===== src/rtl/interface_demux_pkg.sv =====
// rtl/interface_demux_pkg.sv - shared types and constants for the egress distributor
//
// Purpose: FSM state encoding, descriptor field positions and frame length
//          limits shared by interface_demux and ifdemux_room_chk.
// Ports:   none (package).
package interface_demux_pkg;

  typedef enum logic [3:0] {
    S_IDLE,
    S_RDPTR,
    S_LAT,
    S_CHK,
    S_WAIT,
    S_DATA,
    S_FLUSH,
    S_PTRWR,
    S_DROP
  } ifdemux_state_t;

  // Descriptor layout: {mask[3:0], 1'b0, len[10:0]}
  localparam int DESC_MASK_HI = 15;
  localparam int DESC_MASK_LO = 12;
  localparam int DESC_LEN_HI  = 10;
  localparam int DESC_LEN_LO  = 0;
  localparam int LEN_W        = DESC_LEN_HI - DESC_LEN_LO + 1;

  localparam int IFDEMUX_MIN_LEN = 60;
  localparam int IFDEMUX_MAX_LEN = 1518;

  function automatic logic len_in_range(input logic [LEN_W-1:0] len);
    return (len >= LEN_W'(IFDEMUX_MIN_LEN)) && (len <= LEN_W'(IFDEMUX_MAX_LEN));
  endfunction

endpackage


===== src/rtl/ifdemux_room_chk.sv =====
// rtl/ifdemux_room_chk.sv - per-port room check for one MAC tx FIFO pair
//
// Purpose: decides whether one port can accept a whole frame right now.
// Ports:   cnt      - data FIFO occupancy (bytes)
//          len      - frame length (bytes)
//          ptr_full - pointer FIFO full
//          sel      - port selected by the descriptor mask
//          ok       - 1 when unselected, or when both FIFOs can take the frame
module ifdemux_room_chk
  import interface_demux_pkg::*;
#(
  parameter int DEPTH     = 4096,
  parameter int CNT_WIDTH = 13
) (
  input  logic [CNT_WIDTH-1:0] cnt,
  input  logic [LEN_W-1:0]     len,
  input  logic                 ptr_full,
  input  logic                 sel,
  output logic                 ok
);

  localparam int RW = CNT_WIDTH + 1;

  logic [RW-1:0] depth_w;
  logic [RW-1:0] cnt_w;
  logic [RW-1:0] len_w;
  logic [RW-1:0] room;
  logic          fits;

  assign depth_w = RW'(DEPTH);
  assign cnt_w   = {1'b0, cnt};
  assign len_w   = RW'(len);
  assign room    = depth_w - cnt_w;
  // An over-full count would wrap room to a huge value, so it is rejected first.
  assign fits    = (cnt_w <= depth_w) && (room >= len_w);
  assign ok      = !sel || (fits && !ptr_full);

endmodule


===== src/rtl/interface_demux.sv =====
// rtl/interface_demux.sv - egress distributor replicating frames into four MAC tx FIFOs
//
// Purpose: pops a descriptor and its payload from the backend FIFO pair and
//          writes the frame into every tx FIFO selected by the 4-bit mask,
//          followed by one length pointer per selected port. Bad frames are
//          read out and discarded.
// Option:  IFDEMUX_LEN_CHK_EN - when defined, lengths outside 60..1518 are dropped.
// Ports:   clk_sys, rstn_sys                  - clock, sync active-low reset
//          sfifo_rd / sfifo_dout              - backend data FIFO read / byte
//          ptr_sfifo_rd / _dout / _empty      - backend descriptor FIFO
//          tx_data_fifo_din, _wr0..3, _cnt0..3 - tx data FIFOs (shared byte)
//          tx_ptr_fifo_din, _wr0..3, _full0..3 - tx pointer FIFOs (shared length)
//          ifdemux_drop                       - one pulse per discarded frame
module interface_demux
  import interface_demux_pkg::*;
#(
  parameter int TX_FIFO_DEPTH = 4096,
  parameter int TX_CNT_WIDTH  = 13
) (
  input  logic                    clk_sys,
  input  logic                    rstn_sys,
  output logic                    sfifo_rd,
  input  logic [7:0]              sfifo_dout,
  output logic                    ptr_sfifo_rd,
  input  logic [15:0]             ptr_sfifo_dout,
  input  logic                    ptr_sfifo_empty,
  output logic [7:0]              tx_data_fifo_din,
  output logic                    tx_data_fifo_wr0,
  output logic                    tx_data_fifo_wr1,
  output logic                    tx_data_fifo_wr2,
  output logic                    tx_data_fifo_wr3,
  input  logic [TX_CNT_WIDTH-1:0] tx_data_fifo_cnt0,
  input  logic [TX_CNT_WIDTH-1:0] tx_data_fifo_cnt1,
  input  logic [TX_CNT_WIDTH-1:0] tx_data_fifo_cnt2,
  input  logic [TX_CNT_WIDTH-1:0] tx_data_fifo_cnt3,
  output logic [15:0]             tx_ptr_fifo_din,
  output logic                    tx_ptr_fifo_wr0,
  output logic                    tx_ptr_fifo_wr1,
  output logic                    tx_ptr_fifo_wr2,
  output logic                    tx_ptr_fifo_wr3,
  input  logic                    tx_ptr_fifo_full0,
  input  logic                    tx_ptr_fifo_full1,
  input  logic                    tx_ptr_fifo_full2,
  input  logic                    tx_ptr_fifo_full3,
  output logic                    ifdemux_drop
);

  ifdemux_state_t    state;
  logic [3:0]        mask;
  logic [LEN_W-1:0]  len;
  logic [LEN_W-1:0]  xfer_cnt;
  logic              flush_cnt;
  logic              rd_fwd_d1;
  logic [3:0]        data_wr;
  logic [3:0]        ptr_wr;
  logic [3:0]        room_ok;
  logic              frame_bad;
  logic              unused_desc_bit;

  logic [TX_CNT_WIDTH-1:0] cnt_a [4];
  logic [3:0]              full_a;

  assign unused_desc_bit = ptr_sfifo_dout[11];

  assign cnt_a[0] = tx_data_fifo_cnt0;
  assign cnt_a[1] = tx_data_fifo_cnt1;
  assign cnt_a[2] = tx_data_fifo_cnt2;
  assign cnt_a[3] = tx_data_fifo_cnt3;
  assign full_a   = {tx_ptr_fifo_full3, tx_ptr_fifo_full2, tx_ptr_fifo_full1, tx_ptr_fifo_full0};

  for (genvar p = 0; p < 4; p++) begin : g_room
    ifdemux_room_chk #(
      .DEPTH     (TX_FIFO_DEPTH),
      .CNT_WIDTH (TX_CNT_WIDTH)
    ) u_room_chk (
      .cnt      (cnt_a[p]),
      .len      (len),
      .ptr_full (full_a[p]),
      .sel      (mask[p]),
      .ok       (room_ok[p])
    );
  end

`ifdef IFDEMUX_LEN_CHK_EN
  assign frame_bad = (mask == 4'd0) || (len == '0) || !len_in_range(len);
`else
  assign frame_bad = (mask == 4'd0) || (len == '0);
`endif

  assign {tx_data_fifo_wr3, tx_data_fifo_wr2, tx_data_fifo_wr1, tx_data_fifo_wr0} = data_wr;
  assign {tx_ptr_fifo_wr3, tx_ptr_fifo_wr2, tx_ptr_fifo_wr1, tx_ptr_fifo_wr0}     = ptr_wr;

  always_ff @(posedge clk_sys) begin
    if (!rstn_sys) begin
      state            <= S_IDLE;
      mask             <= '0;
      len              <= '0;
      xfer_cnt         <= '0;
      flush_cnt        <= 1'b0;
      rd_fwd_d1        <= 1'b0;
      data_wr          <= '0;
      ptr_wr           <= '0;
      sfifo_rd         <= 1'b0;
      ptr_sfifo_rd     <= 1'b0;
      tx_data_fifo_din <= '0;
      tx_ptr_fifo_din  <= '0;
      ifdemux_drop     <= 1'b0;
    end else begin
      ptr_sfifo_rd     <= 1'b0;
      ifdemux_drop     <= 1'b0;
      ptr_wr           <= '0;
      // Byte arrives the cycle after the read and is registered once more,
      // so strobes trail sfifo_rd by two cycles. Reads made in DROP never qualify.
      rd_fwd_d1        <= sfifo_rd && (state == S_DATA);
      data_wr          <= rd_fwd_d1 ? mask : 4'd0;
      tx_data_fifo_din <= sfifo_dout;

      case (state)
        S_IDLE: begin
          if (!ptr_sfifo_empty) begin
            ptr_sfifo_rd <= 1'b1;
            state        <= S_RDPTR;
          end
        end
        S_RDPTR: state <= S_LAT;
        S_LAT: begin
          mask  <= ptr_sfifo_dout[DESC_MASK_HI:DESC_MASK_LO];
          len   <= ptr_sfifo_dout[DESC_LEN_HI:DESC_LEN_LO];
          state <= S_CHK;
        end
        S_CHK: begin
          xfer_cnt <= LEN_W'(1);
          if (frame_bad) begin
            state        <= S_DROP;
            ifdemux_drop <= 1'b1;
            sfifo_rd     <= (len != '0);
          end else begin
            state <= S_WAIT;
          end
        end
        S_WAIT: begin
          // Whole-frame room is confirmed up front so DATA never stalls.
          if (&room_ok) begin
            state     <= S_DATA;
            sfifo_rd  <= 1'b1;
            flush_cnt <= 1'b0;
          end
        end
        S_DATA: begin
          if (xfer_cnt == len) begin
            sfifo_rd <= 1'b0;
            state    <= S_FLUSH;
          end else begin
            xfer_cnt <= xfer_cnt + LEN_W'(1);
          end
        end
        S_FLUSH: begin
          flush_cnt <= 1'b1;
          if (flush_cnt) begin
            state           <= S_PTRWR;
            ptr_wr          <= mask;
            tx_ptr_fifo_din <= {5'b0, len};
          end
        end
        S_PTRWR: state <= S_IDLE;
        S_DROP: begin
          if ((len == '0) || (xfer_cnt == len)) begin
            sfifo_rd <= 1'b0;
            state    <= S_IDLE;
          end else begin
            xfer_cnt <= xfer_cnt + LEN_W'(1);
          end
        end
        default: state <= S_IDLE;
      endcase
    end
  end

endmodule

===== config.mk =====
export PLATFORM = sky130hd
export DESIGN_NAME = interface_demux
export DESIGN_NICKNAME = d
export VERILOG_FILES = /design/src/rtl/interface_demux_pkg.sv /design/src/rtl/ifdemux_room_chk.sv /design/src/rtl/interface_demux.sv
export SDC_FILE = /design/constraint.sdc
export NUM_CORES = 1
export LEC_CHECK = 0
export CORE_MARGIN = 4
export CORE_UTILIZATION = 50
export DETAILED_ROUTE_END_ITERATION = 12
export GPL_TIMING_DRIVEN = 0
export PLACE_DENSITY = 0.82
export SKIP_LAST_GASP = 1
export SYNTH_ARGS = -nofsm -noshare
export SYNTH_HDL_FRONTEND = slang
export SYNTH_SLANG_ARGS = --single-unit

===== constraint.sdc =====
create_clock -name clk_sys -period 4.7 [get_ports clk_sys]
set_clock_uncertainty 0.2 [all_clocks]
set_input_delay 0.94 -clock clk_sys [delete_from_list [all_inputs] [get_ports clk_sys]]
set_output_delay 0.94 -clock clk_sys [all_outputs]
set_load 0.05 [all_outputs]

==> impl_results.md <==
* Status: finished, final reports clean
* Top FF cell, synth: dfxtp_1
* Nets@finish at 809
* Setup bufs post-CTS at 0
* Unique masters post-synth at 60
* Clock root buffer: clkbuf_8
* Syn Area/Cell at 8.15 um^2
* LEAKAGE at 2.22 nW
* IO Port Bufs at 111
* Worst r2r path cells at 9
* Clock transition at the registers of the reported paths at 0.07 ns
* Max Fclk at 221 MHz
* Type of the tightest min-delay check: reg -> reg
* Wire length of the first global-routing pass at 20.0 mm
* Total track usage at 0.237
* Drt first pass iters at 4
* Asr flop ratio synth at 0
* Worst path arrival time at 4.54 ns
* Vias per cell at 5.61
* Vias in the first global route at 4290
* Fin crit share at 0.961
* Clk pwr share at 0.329
* Int Pwr at 0.979 mW
* # setup viols final at 0
* Sequential fraction of the synthesis area at 0.276
* Drt initial violations at 186
* Post-synth EDFFs at 0
* Layout Utilization at 0.682
* Die Wd at 103 um
* CP Max Fanout at 5
* Clk sink count at 62
* Layout Cells excl Fill at 789
* Post-DP Area at 5750 um^2
* Min Tclk post-route at 4.52 ns
* TritonCTS buffer count at 9
* Post-DP HPWL at 9.84 mm
* Overflow after GRT at 0
* Wirelength per Cell at 15.7 um
* Clock Latency Late Sink at 0.34 ns
* H-Tree Depth at 3
* Max Cap Viol at 0
* Sw Ratio at 0.301
* Clock Path Buffers at 2
* # rows at 34
* Largest net degree at the start of global routing at 11
* Crit end category: flip-flop
* Post-CTS sizing at 0
* Comb pwr share at 0.270
* Type of origin of the critical path: input port
* Inst Count DP at 774
* Die ar. at 10600 um^2
* Area Overhead vs Synth at 32.3%
* P_sw at 0.422 mW
* Gpl congestion at 0.994
* Relative slew slack at 0.278
* Post-DRT Antenna Nets at 0
* Core area at 8720 um^2
* Setup CP Type: in -> reg
* Ports at 118
* Routed WL at 12.4 mm
* Via count at 4426
* Max Slew Vio Count at 0
* VDD IR max at 0.162 mV
* Yosys warnings at 0
* Syn Inst Count at 551
* Cell area after synthesis at 4490 um^2
* PnR worst setup slack at 0.182 ns
* TritonCTS clock tree: done
* Initial core utilization at 0.515
* #FFs+latches synth at 62
* Drc violations at 0
* Antenna Cells at 0
* Initial antenna violation count at 0
* Die Span Y at 103 um
* Hold_buf cts at 0
* Sequential Power Share at 0.401
* Slew @ Worst Pin at 1.07 ns
* Worst slack, placed at -0.191 ns
* Req. time, crit path at 4.72 ns
* Pwr dens at 236 nW/um^2
* Hold depth at 2
* Total power at 1.40 mW
* Layout cells sized above 1 at 0.0426
* Final instance area at 5940 um^2
* RSZ-0062 raised after global routing: no
* Final hold vios at 0
==> per-layer routing <==
metal	routed length, um	GRT usage	up-vias
li1	-	-	2196
met4	233	0.0707	0
met3	610	0.0440	20
met5	0	0	-
met2	5980	0.399	134
met1	5600	0.309	2076
==> final cells by class <==
| cell class | instances | area [um^2] |
|---|---|---|
| inverters | 22 | 82.6 |
| well taps | 108 | 135 |
| clock inverters | 4 | 47.5 |
| multi-input cells | 450 | 3090 |
| plain buffers | 21 | 98.8 |
| repair buffers | 111 | 1110 |
| clock buffers | 11 | 141 |
| fillers | 697 | 2780 |
| flip-flops and latches | 62 | 1240 |
==> logic make-up (layout without fill, tap and decap cells) <==
kind of cell               count (synthesis)  after routing  share of synthesized area
buffers and inverters                     43            169                     0.0404
AOI/OAI and AO/OA                        108            108                      0.171
DFF                                       62             62                      0.276
muxes                                      4              4                    0.00891
adders and majority gates                 49             49                      0.136
xor gates and xnor gates                  57             57                      0.111
other                                      1              5                   0.000835
and+or+nand+nor                          227            227                      0.255
==> metrics by stage <==
stage / setup TNS [ns] / hold slack [ns]
floorplan: 0 / 0.268
global placement: -0.111 / 0.250
detailed placement: -0.266 / 0.248
CTS: 0 / 0.263
global route: 0 / 0.279
finish: 0 / 0.260
==> worst paths after layout <==
| kind | start | to | slack [ns] |
|---|---|---|---|
| worst min register to register | tx_ptr_fifo_din[9] | tx_ptr_fifo_din[9] | 0.26 |
| worst min-delay path | tx_ptr_fifo_din[9] | tx_ptr_fifo_din[9] | 0.26 |
| worst max register to register | len[2] | flush_cnt | 1.75 |
| worst max-delay path | tx_data_fifo_cnt0[0] | flush_cnt | 0.18 |
==> cells in the final DEF (no fill, tap or decap), types with 2 or more instances in the layout <==
| cell | instances |
|---|---|
| and2_1 | 17 |
| buf_4 | 5 |
| clkinv_2 | 2 |
| xor2_1 | 24 |
| clkbuf_8 | 10 |
| o2111ai_1 | 7 |
| or4_1 | 3 |
| nor2b_1 | 6 |
| ha_1 | 49 |
| nand2b_1 | 9 |
| or3_1 | 7 |
| nand4_1 | 5 |
| or4_4 | 2 |
| o21ai_0 | 12 |
| a21boi_1 | 7 |
| a21oi_1 | 19 |
| a211oi_1 | 3 |
| nor4_1 | 9 |
| conb_1 | 5 |
| nor2_1 | 36 |
| a31oi_1 | 5 |
| nand3_1 | 9 |
| and3_1 | 14 |
| o211ai_1 | 5 |
| xnor2_1 | 33 |
| nand2_1 | 84 |
| a21o_1 | 4 |
| clkbuf_1 | 15 |
| o31a_1 | 3 |
| a211o_1 | 2 |
| inv_1 | 22 |
| o31ai_1 | 3 |
| dfxtp_1 | 62 |
| nand3b_1 | 2 |
| mux2i_1 | 4 |
| nor3b_1 | 4 |
| nor3_1 | 13 |
| clkdlybuf4s50_1 | 111 |
| a21boi_0 | 22 |
==> flip-flops by register name, indices dropped and copies added (netlist names) <==
name              count
len                  11
state                 4
ptr_sfifo_rd          1
xfer_cnt             11
mask                  4
rd_fwd_d1             1
sfifo_rd              1
tx_data_fifo_din      8
ptr_wr                4
flush_cnt             1
ifdemux_drop          1
tx_ptr_fifo_din      11
data_wr               4
==> power by group through the flow <==
stage | clock network [mW] | registers (mW) | logic [mW]
floorplan | 0 | 0.584 | 0.208
global placement | 0 | 0.572 | 0.359
detailed placement | 0 | 0.573 | 0.374
CTS | 0.468 | 0.561 | 0.376
global route | 0.489 | 0.563 | 0.418
finish | 0.461 | 0.561 | 0.379
==> synth_stat cells, drive strengths merged, types with 2 or more instances <==
cell	number	area [um^2]
and3	14	87.6
or3	8	55.1
o31ai	3	22.5
nor3	13	65.1
xnor2	33	289
o2111ai	7	61.3
nand2	84	315
ha	49	613
a32oi	2	25.0
inv	22	82.6
nor4	10	68.8
a21oi	19	95.1
a211o	2	17.5
o211ai	5	37.5
nor2b	7	43.8
a21boi	29	218
a31oi	5	31.3
clkbuf	14	52.6
or4	5	45.0
nand2b	9	56.3
xor2	24	210
a21o	4	30.0
buf	7	46.3
nand3	9	45.0
mux2i	4	40.0
nand4	5	31.3
and2	17	106
nor3b	5	42.5
o21ai	13	65.1
o31a	3	26.3
nor2	36	135
a211oi	3	22.5
dfxtp	62	1240
nand3b	2	15.0
==> worst max-delay path: stages <==
cell	delay, ns
clkdlybuf4s50_1	0.44
inv_1	0.10
ha_1	0.27
nor2b_2	0.21
nand2_1	0.08
or4_1	0.43
xor2_1	0.17
ha_1	0.29
and3_1	0.14
nand3_1	0.07
o311a_1	0.35
or3_1	0.40
or3_1	0.42
o221a_1	0.24
No activity file was read; power rests on OpenSTA's default activity.
